## src/rtl/dmux_pkg.sv

```systemverilog
// Shared constants and helpers for the buffered 8-way 16-bit demux.
// Optional round-robin select is enabled by defining DMUX_RR_EN.
package dmux_pkg;
  localparam int WIDTH = 16;
  localparam int NWAY  = 8;
  localparam int SEL_W = 3;

  typedef logic [SEL_W-1:0] idx_t;

  function automatic logic [3:0] popcnt(
    input logic [NWAY-1:0] v
  );
    logic [3:0] s;
    s = '0;
    for (int i = 0; i < NWAY; i++)
      s = s + {3'b000, v[i]};
    return s;
  endfunction
endpackage

```

## src/rtl/dmux_slot.sv

```systemverilog
// One holding slot: data word plus valid flag.
// A load wins over an ack, so a drained slot can be refilled in one cycle.
module dmux_slot
  import dmux_pkg::*;
(
  input  logic             CLK,
  input  logic             RST,
  input  logic             load,
  input  logic             ack,
  input  logic [WIDTH-1:0] din,
  output logic [WIDTH-1:0] dout,
  output logic             vld
);
  logic [WIDTH-1:0] data_d, data_q;
  logic             vld_d, vld_q;

  always_comb begin
    data_d = data_q;
    vld_d  = vld_q;
    if (load) begin
      data_d = din;
      vld_d  = 1'b1;
    end else if (ack) begin
      vld_d  = 1'b0;
    end
  end

  always_ff @(posedge CLK or posedge RST) begin
    if (RST) begin
      data_q <= '0;
      vld_q  <= 1'b0;
    end else begin
      data_q <= data_d;
      vld_q  <= vld_d;
    end
  end

  assign dout = data_q;
  assign vld  = vld_q;
endmodule

```

## src/rtl/dmux_8way_16_buf.sv

```systemverilog
// Buffered 1-to-8 demux of 16-bit words with per-slot acknowledge.
// Define DMUX_RR_EN to add the RR input and round-robin target pointer.
module dmux_8way_16_buf
  import dmux_pkg::*;
(
  input  logic             CLK,
  input  logic             RST,
`ifdef DMUX_RR_EN
  input  logic             RR,
`endif
  input  logic [WIDTH-1:0] I,
  input  logic             S1,
  input  logic             S2,
  input  logic             S3,
  input  logic             IV,
  output logic             IR,
  output logic [WIDTH-1:0] O1,
  output logic [WIDTH-1:0] O2,
  output logic [WIDTH-1:0] O3,
  output logic [WIDTH-1:0] O4,
  output logic [WIDTH-1:0] O5,
  output logic [WIDTH-1:0] O6,
  output logic [WIDTH-1:0] O7,
  output logic [WIDTH-1:0] O8,
  output logic [NWAY-1:0]  V,
  input  logic [NWAY-1:0]  A,
  output logic [3:0]       CNT,
  output logic             FULL,
  output logic             EMPTY
);
  idx_t             tgt;
  logic             xfer;
  logic [NWAY-1:0]  load;
  logic [NWAY-1:0]  vld;
  logic [WIDTH-1:0] data [NWAY];
  logic [3:0]       cnt_d, cnt_q;

`ifdef DMUX_RR_EN
  idx_t ptr_d, ptr_q;

  assign tgt = RR ? ptr_q : {S3, S2, S1};

  always_comb begin
    ptr_d = ptr_q;
    if (xfer && RR)
      ptr_d = ptr_q + 3'd1;
  end

  always_ff @(posedge CLK or posedge RST) begin
    if (RST) ptr_q <= '0;
    else     ptr_q <= ptr_d;
  end
`else
  assign tgt = {S3, S2, S1};
`endif

  assign IR   = ~vld[tgt] | A[tgt];
  assign xfer = IV & IR;

  always_comb begin
    load      = '0;
    load[tgt] = xfer;
  end

  for (genvar k = 0; k < NWAY; k++) begin : g_slot
    dmux_slot u_slot (
      .CLK  (CLK),
      .RST  (RST),
      .load (load[k]),
      .ack  (A[k]),
      .din  (I),
      .dout (data[k]),
      .vld  (vld[k])
    );
  end

  // A replaced slot stays occupied, so its ack does not decrement.
  always_comb begin
    cnt_d = cnt_q
          + {3'b000, xfer & ~vld[tgt]}
          - popcnt(A & vld & ~load);
  end

  always_ff @(posedge CLK or posedge RST) begin
    if (RST) cnt_q <= '0;
    else     cnt_q <= cnt_d;
  end

  assign O1    = data[0];
  assign O2    = data[1];
  assign O3    = data[2];
  assign O4    = data[3];
  assign O5    = data[4];
  assign O6    = data[5];
  assign O7    = data[6];
  assign O8    = data[7];
  assign V     = vld;
  assign CNT   = cnt_q;
  assign FULL  = (cnt_q == 4'd8);
  assign EMPTY = (cnt_q == 4'd0);
endmodule
```

## config.mk

```make
export PLATFORM = sky130hd
export DESIGN_NAME = dmux_8way_16_buf
export DESIGN_NICKNAME = d
export VERILOG_FILES = /design/src/rtl/dmux_pkg.sv /design/src/rtl/dmux_slot.sv /design/src/rtl/dmux_8way_16_buf.sv
export SDC_FILE = /design/constraint.sdc
export NUM_CORES = 1
export LEC_CHECK = 0
export BUFFER_PORTS_ARGS = -buffer_cell sky130_fd_sc_hd__buf_2
export CORE_MARGIN = 1.5
export CORE_UTILIZATION = 56
export DETAILED_ROUTE_END_ITERATION = 8
export PLACE_DENSITY = 0.85
export REMOVE_ABC_BUFFERS = 1
export SLEW_MARGIN = 5
export SYNTH_ARGS = -nofsm -noshare
export SYNTH_HDL_FRONTEND = slang
export SYNTH_SLANG_ARGS = --single-unit
```

## constraint.sdc

```tcl
create_clock -name CLK -period 8.9 [get_ports CLK]
set_input_delay 0 -clock CLK [delete_from_list [all_inputs] [get_ports CLK]]
set_output_delay 0 -clock CLK [all_outputs]
set_load 0.03 [all_outputs]
```

==> results of run 1 <==
-- metal layers --
metal / GRT usage, % / vias to the layer above / wire (um)
li1: - / 1698 / -
met1: 33.3 / 1975 / 6150
met2: 41.9 / 143 / 7120
met3: 8.17 / 30 / 881
met4: 12.1 / 0 / 392
met5: 0 / - / 0
-- cells in the mapped netlist (2+ instances only) --
master	number
dfrtp_1	140
mux2_2	66
mux2_4	56
inv_1	20
buf_4	10
buf_6	8
ha_1	7
fa_1	6
mux2_1	6
a21o_1	4
buf_12	4
nand2_1	4
nor2_1	4
o21ai_0	4
and3_1	3
and4_1	2
mux2i_1	2
mux4_2	2
nand3b_1	2
nand4_4	2
nor4b_1	2
xnor2_1	2
-- placed cells by master (no fill, tap or decap), types with 6 or more instances in the layout --
cell,instances
mux2_1,6
fa_1,6
clkbuf_16,16
buf_4,6
mux2_2,66
dlygate4sd3_1,25
ha_1,7
dfrtp_1,140
inv_1,19
buf_2,172
mux2_4,56
-- power by group --
group | internal, mW | switching, mW | total [mW] | leakage, nW
Combinational | 0.303 | 0.521 | 0.824 | 1.99
Clock | 0.436 | 0.279 | 0.715 | 0.284
Sequential | 0.797 | 0.0970 | 0.894 | 1.69
Total | 1.54 | 0.897 | 2.43 | 3.97
-- sequential cells by signal (all words and copies together) (netlist names) --
| signal | flops |
|---|---|
| g_slot.u_slot.vld | 8 |
| CNT | 4 |
| g_slot.u_slot.dout | 128 |
-- cell families (layout without fill, tap and decap cells) --
group | count (synthesis) | after routing
AND/OR/NAND/NOR | 29 | 29
flip-flops | 140 | 140
AO/OA/AOI/OAI | 12 | 12
buffers and inverters | 45 | 255
multiplexers | 133 | 133
adder cells (fa/ha/maj) | 13 | 13
XOR/XNOR | 3 | 3
-- worst min-delay path, cell delays in order --
cell	delay, ps
dlygate4sd3_1	540
buf_2	150
inv_6	430
-- final timing paths --
path,slack (ps),endpoint
max in group asynchronous,7420,g_slot[6].u_slot.dout[2]$_DFFE_PP0P_
worst max-delay path,3950,CNT[3]$_DFF_PP0_
worst min register to register,500,g_slot[5].u_slot.dout[10]$_DFFE_PP0P_
worst min-delay path,130,g_slot[7].u_slot.dout[14]$_DFFE_PP0P_
worst max register to register,3950,CNT[3]$_DFF_PP0_
min in group CLK,170,CNT[0]$_DFF_PP0_
-- metrics by stage --
stage | area (um^2) | total power [mW] | instances | setup WS [ps]
floorplan | 5890 | 1.45 | 350 | 3600
global placement | 6980 | 1.68 | 668 | 4200
detailed placement | 6980 | 1.71 | 668 | 4020
CTS | 7830 | 2.44 | 725 | 3990
global route | 7830 | 2.54 | 725 | 3800
finish | 7830 | 2.43 | 725 | 3950
-- timing repair --
action	in CTS	in global routing
resized for setup	0	0
setup endpoints to repair	0	0
hold buffers	25	0
hold endpoints to repair	203	0
-- area by class of cell --
| type | instances | area, um^2 | share of cell area, % |
|---|---|---|---|
| clock inverters | 13 | 166 | 2.13 |
| clock buffers | 19 | 432 | 5.52 |
| inverters | 20 | 80.1 | 1.02 |
| well taps | 140 | 175 | 2.24 |
| multi-input cells | 190 | 2310 | 29.6 |
| flip-flops and latches | 140 | 3500 | 44.8 |
| repair buffers | 203 | 1160 | 14.8 |
==> run_results.csv, run 1 <==
group,metric,value,unit
floorplanning,core_area,10800,um^2
yosys,yosys.area_share.simple,3.80,%
floorplanning,die_width,108,um
layout,final_layout_size_suffix_gt1_share,58.8,%
critical_path,cp_num_buf_inv,3,
critical_path,crit_path_end_kind,"register",
power_and_ir_drop,p_leak,3.97,nW
yosys,synth-seq-cells,140,
timing,hold_viol_final,0,
timing,fin_hold_ws,132,ps
timing,grt_setup_unrepaired,"no",
critical_path,crit_path_start,"g_slot[0].u_slot.vld$_DFFE_PP0P_",
floorplanning,io_pins,173,
floorplanning,die-area,11600,um^2
critical_path,critical_path.max_fanout,18,
critical_path,critical_path_arrival,5350,ps
yosys,avgSynthCellArea,16.4,um^2
yosys,syn_inst,375,
power_and_ir_drop,p_per_area,311,nW/um^2
layout,nets,615,
timing,drv_slew,0,
routing,ant_nets,0,
clock_tree,clk_pin_slew_worst_paths,70,ps
clock_tree,cts_made_buffers,17,
yosys,ys_seq_area_share,56.9,%
clock_tree,clockBufferDepth,2,
yosys,synth_fa_ha_area_share,3.37,%
layout,nFillCells,716,
critical_path,r2r_start,"g_slot[0].u_slot.vld$_DFFE_PP0P_",
yosys,synth_xor_area_share,0.427,%
clock_tree,h-tree-depth,4,
grt,grt_pass1_wl,22600,um
yosys,synth.distinct_cells,41,
yosys,synth_top_area_cell,"dfrtp_1",
critical_path,cp_top_family,"adder cells",
yosys,synth_mux_area_share,28.3,%
yosys,yosysTopAreaCellShare,56.9,%
yosys,synthArstFlopShare,100,%
grt,grt_overflow,0,
layout,antennaDiodeCount,0,
placed_design,io_buffers,172,
routing,drcViolationCount,0,
critical_path,cp.depth,16,
layout,utilization,72.5,%
critical_path,worst_ep_required_time,9310,ps
grt,antenna_found_initial,0,
critical_path,slowest_delay,550,ps
run,maxCapViolCount,0,
timing,final.period_utilization,55.6,%
critical_path,cpMaxStageDelayCell,"o31ai_4",
routing,dr.pass1.iters,6,
placed_design,hpwl,9100,um
yosys,synth_ff_type,"dfrtp_1",
status,outcome,"finished clean",
clock_tree,cts_tree,"yes",
power_and_ir_drop,ir_drop,170,uV
clock_tree,cts-root-buf,"clkbuf_8",
grt,grt_pass1_vias,4132,
routing,vias_per_cell,5.30,
yosys,synth_edf_count,0,
timing,fin_crit,4950,ps
placed_design,gp_congestion,0.870,
timing,clock.fmax,0.202,GHz
timing,relSlewSlack,39.5,%
yosys,synth_compound_area_share,1.63,%
yosys,ys_warn_count,0,
yosys,synth_area_leaders,"dfrtp_1, mux2_4, mux2_2, fa_1, buf_6",
min_path,hp-class,"input port to asynchronous set/reset pin",
floorplanning,start_util,57.0,%
routing,finalWirelength,14500,um
yosys,syn-cell-area,6150,um^2
yosys,synth_top_family_by_area,"multiplexers",
grt,track_usage,26.4,%
routing,num_vias,3846,
floorplanning,die_height,108,um
floorplanning,rows,38,
timing,skew,10.6,ps
timing,setup-violations-final,0,
timing,worst_slew_pin_slew,907,ps
timing,setup-tns-final,0,ps
critical_path,r2r_cells,16,
critical_path,path_class,"register to register",
routing,wl_per_cell,20.1,um
layout,area_delta_synth_final,27.2,%
routing,dr.first_iter.drc_count,171,
clock_tree,clock_sinks,140,
clock_tree,clkLatencyLatePin,520,ps
critical_path,cp_cell_sequence,"nor2b_1 > a32o_2 > o31ai_4 > nand4_4 > and3_1 > fa_1 > fa_1 > inv_1 > fa_1 > inv_1 > fa_1 > inv_1 > ha_1 > ha_1 > xor2_1 > xnor2_1",
critical_path,cp_common_cell,"fa_1",
critical_path,startpoint_type,"register",
clock_tree,cts_setup_buffers,0,
grt,grt_max_degree,74,
Note: power is estimated with default switching activity, not from simulation.
==> inputs of run 2 (changes only) <==
--- a/config.mk
+++ b/config.mk
@@ -7,9 +7,9 @@
 export LEC_CHECK = 0
 export BUFFER_PORTS_ARGS = -buffer_cell sky130_fd_sc_hd__buf_2
 export CORE_MARGIN = 1.5
-export CORE_UTILIZATION = 56
+export CORE_UTILIZATION = 47
 export DETAILED_ROUTE_END_ITERATION = 8
-export PLACE_DENSITY = 0.85
+export PLACE_DENSITY = 0.76
 export REMOVE_ABC_BUFFERS = 1
 export SLEW_MARGIN = 5
 export SYNTH_ARGS = -nofsm -noshare
==> constraint.sdc (replaced) <==
create_clock -name CLK -period 4.14 [get_ports CLK]
set_input_delay 0 -clock CLK [delete_from_list [all_inputs] [get_ports CLK]]
set_output_delay 0 -clock CLK [all_outputs]
set_load 0.03 [all_outputs]
==> run 2 against run 1 <==
The run now ends with negative setup slack left; first-iteration DRC count down 7.0%; sequential power up 110%; via count up 3.6%; sequential share of layout area down 2.0 points; largest power group unchanged; die area up 19%; hold slack worse by 68 ps; worst setup slack worse by 4000 ps; count of clock-buffer cells in the layout unchanged; global-route usage down 3.7 points; utilization down 8.1 points.
==> run_results.csv, run 2 (synthesis results as in run 1) <==
group,metric,value,unit
critical_path,worst_ep_required_time,4440,ps
layout,final_common_cell,"buf_2",
grt,grt_overflow,0,
critical_path,startpoint_type,"register",
clock_tree,clkLatencyLatePin,420,ps
clock_tree,h-tree-depth,4,
routing,num_vias,3984,
critical_path,critical_path.max_fanout,3,
clock_tree,clockBufferDepth,2,
timing,grt_setup_unrepaired,"yes",
status,violations,"negative setup slack",
routing,dr.pass1.iters,4,
placed_design,io_buffers,172,
routing,vias_per_cell,5.10,
floorplanning,rows,41,
status,outcome,"finished with violations",
floorplanning,io_pins,173,
critical_path,crit_path_end_kind,"register",
floorplanning,die_width,117,um
power_and_ir_drop,ir_drop,458,uV
timing,drv_slew,0,
routing,finalWirelength,15100,um
power_and_ir_drop,p_leak,4.13,nW
grt,grt_pass1_vias,4309,
routing,drcViolationCount,0,
critical_path,critical_path_arrival,4450,ps
routing,wl_per_cell,19.3,um
floorplanning,start_util,48.4,%
layout,final_layout_size_suffix_gt1_share,62.7,%
placed_design,hpwl,9360,um
timing,hold_viol_final,0,
timing,worst_slack,-3.38,ps
timing,setup-violations-final,1,
routing,dr.first_iter.drc_count,159,
timing,clock.fmax,0.241,GHz
floorplanning,core_area,12700,um^2
clock_tree,clock_sinks,140,
timing,relSlewSlack,37.4,%
timing,worst_slew_pin_slew,938,ps
min_path,hp-class,"input port to register",
critical_path,path_class,"register to register",
floorplanning,die-area,13800,um^2
floorplanning,die_height,117,um
grt,grt_max_degree,107,
power_and_ir_drop,p_per_area,653,nW/um^2
power_and_ir_drop,power,5.35,mW
layout,largest_reg_flops,128,
placed_design,dp_slack,-142,ps
grt,grt_pass1_wl,23800,um
clock_tree,clk_pin_slew_worst_paths,60,ps
grt,track_usage,22.7,%
layout,layout_common_cells,"buf_2, dfrtp_1, mux2_2",
layout,antennaDiodeCount,0,
layout,area_delta_synth_final,33.2,%
layout,nets,639,
clock_tree,cts_tree,"yes",
run,maxCapViolCount,0,
timing,fin_crit,4140,ps
timing,skew,8.66,ps
clock_tree,cts-root-buf,"clkbuf_16",
placed_design,gp_congestion,0.852,
clock_tree,cts_made_buffers,17,
timing,final.period_utilization,100,%
grt,antenna_found_initial,0,
routing,ant_nets,0,
run 2: cell count changes in the layout (fill, tap and decap cells not counted), moves of 2 or more:
cell,before,now
buf_4,6,29
buf_2,172,168
clkinv_4,4,1
fa_1,6,3
fa_2,0,3
inv_1,19,16
inv_2,0,3
buf_12,0,2
dlymetal6s4s_1,0,2
inv_6,2,4
run 2: what timing repair did:
action,in CTS,in global routing
buffers inserted,5,4
pin swaps,5,11
gates cloned,0,0
gates resized for setup,9,10
hold endpoints to repair,241,1
hold buffers,25,1
setup endpoints to repair,1,2
run 2: path summary, 6_finish.rpt:
kind / slack, ps / endpoint / depth (start not counted) / from
worst max-delay path: -3 / CNT[3]$_DFF_PP0_ / 18 / g_slot[2].u_slot.vld$_DFFE_PP0P_
worst min-delay path: 60 / g_slot[3].u_slot.vld$_DFFE_PP0P_ / 3 / A[3]
worst max register to register: -3 / CNT[3]$_DFF_PP0_ / 18 / g_slot[2].u_slot.vld$_DFFE_PP0P_
worst min register to register: 490 / g_slot[4].u_slot.dout[13]$_DFFE_PP0P_ / 1 / g_slot[4].u_slot.dout[13]$_DFFE_PP0P_
max in group asynchronous: 2760 / g_slot[6].u_slot.dout[1]$_DFFE_PP0P_ / 4 / RST
min in group asynchronous: 370 / g_slot[4].u_slot.dout[7]$_DFFE_PP0P_ / 3 / RST
run 2: layout make-up:
cell class | instances | area [um^2]
inverter | 20 | 80.1
multi-input combinational | 190 | 2370
tap | 172 | 215
clock buffer | 19 | 453
clock inverter | 13 | 188
fill | 935 | 4530
timing repair buffer | 227 | 1390
sequential | 140 | 3500
run 2: layer usage:
metal / share of wire [%] / track usage, %
met3: 5.9 / 6.71
met5: 0 / 0
met2: 51 / 38.0
met1: 41 / 27.7
met4: 1.7 / 8.72
run 2: power by group:
group / internal (mW) / switching [mW] / total [mW]
sequential: 1.71 / 0.198 / 1.91
combinational: 0.678 / 1.12 / 1.80
clock: 1.04 / 0.593 / 1.64
run 2: stage by stage:
step | cell area, um^2 | hold WS (ps) | TNS (ps) | std cells | util [%]
2_1_floorplan | 5890 | 96.4 | -2910 | 350 | -
3_3_place_gp | 7170 | 220 | -91.4 | 718 | 56.4
3_5_place_dp | 7170 | 220 | -142 | 718 | 56.4
4_1_cts | 8140 | 220 | 0 | 780 | 64.0
5_1_grt | 8200 | 102 | -162 | 781 | 64.4
6_report | 8200 | 63.8 | -3.38 | 781 | 64.4
run 2: worst max-delay path: stages (launching register included):
cell      delay [ps]
dfrtp_1          380
and4bb_2         230
a31o_4           220
o31ai_4          230
buf_12           150
buf_6            100
nand4_4           70
and3_4           170
fa_2             350
fa_1             530
inv_2             50
fa_2             390
inv_2             70
fa_1             380
inv_1             70
ha_1             220
ha_2             190
xor2_2           140
xnor2_1          120
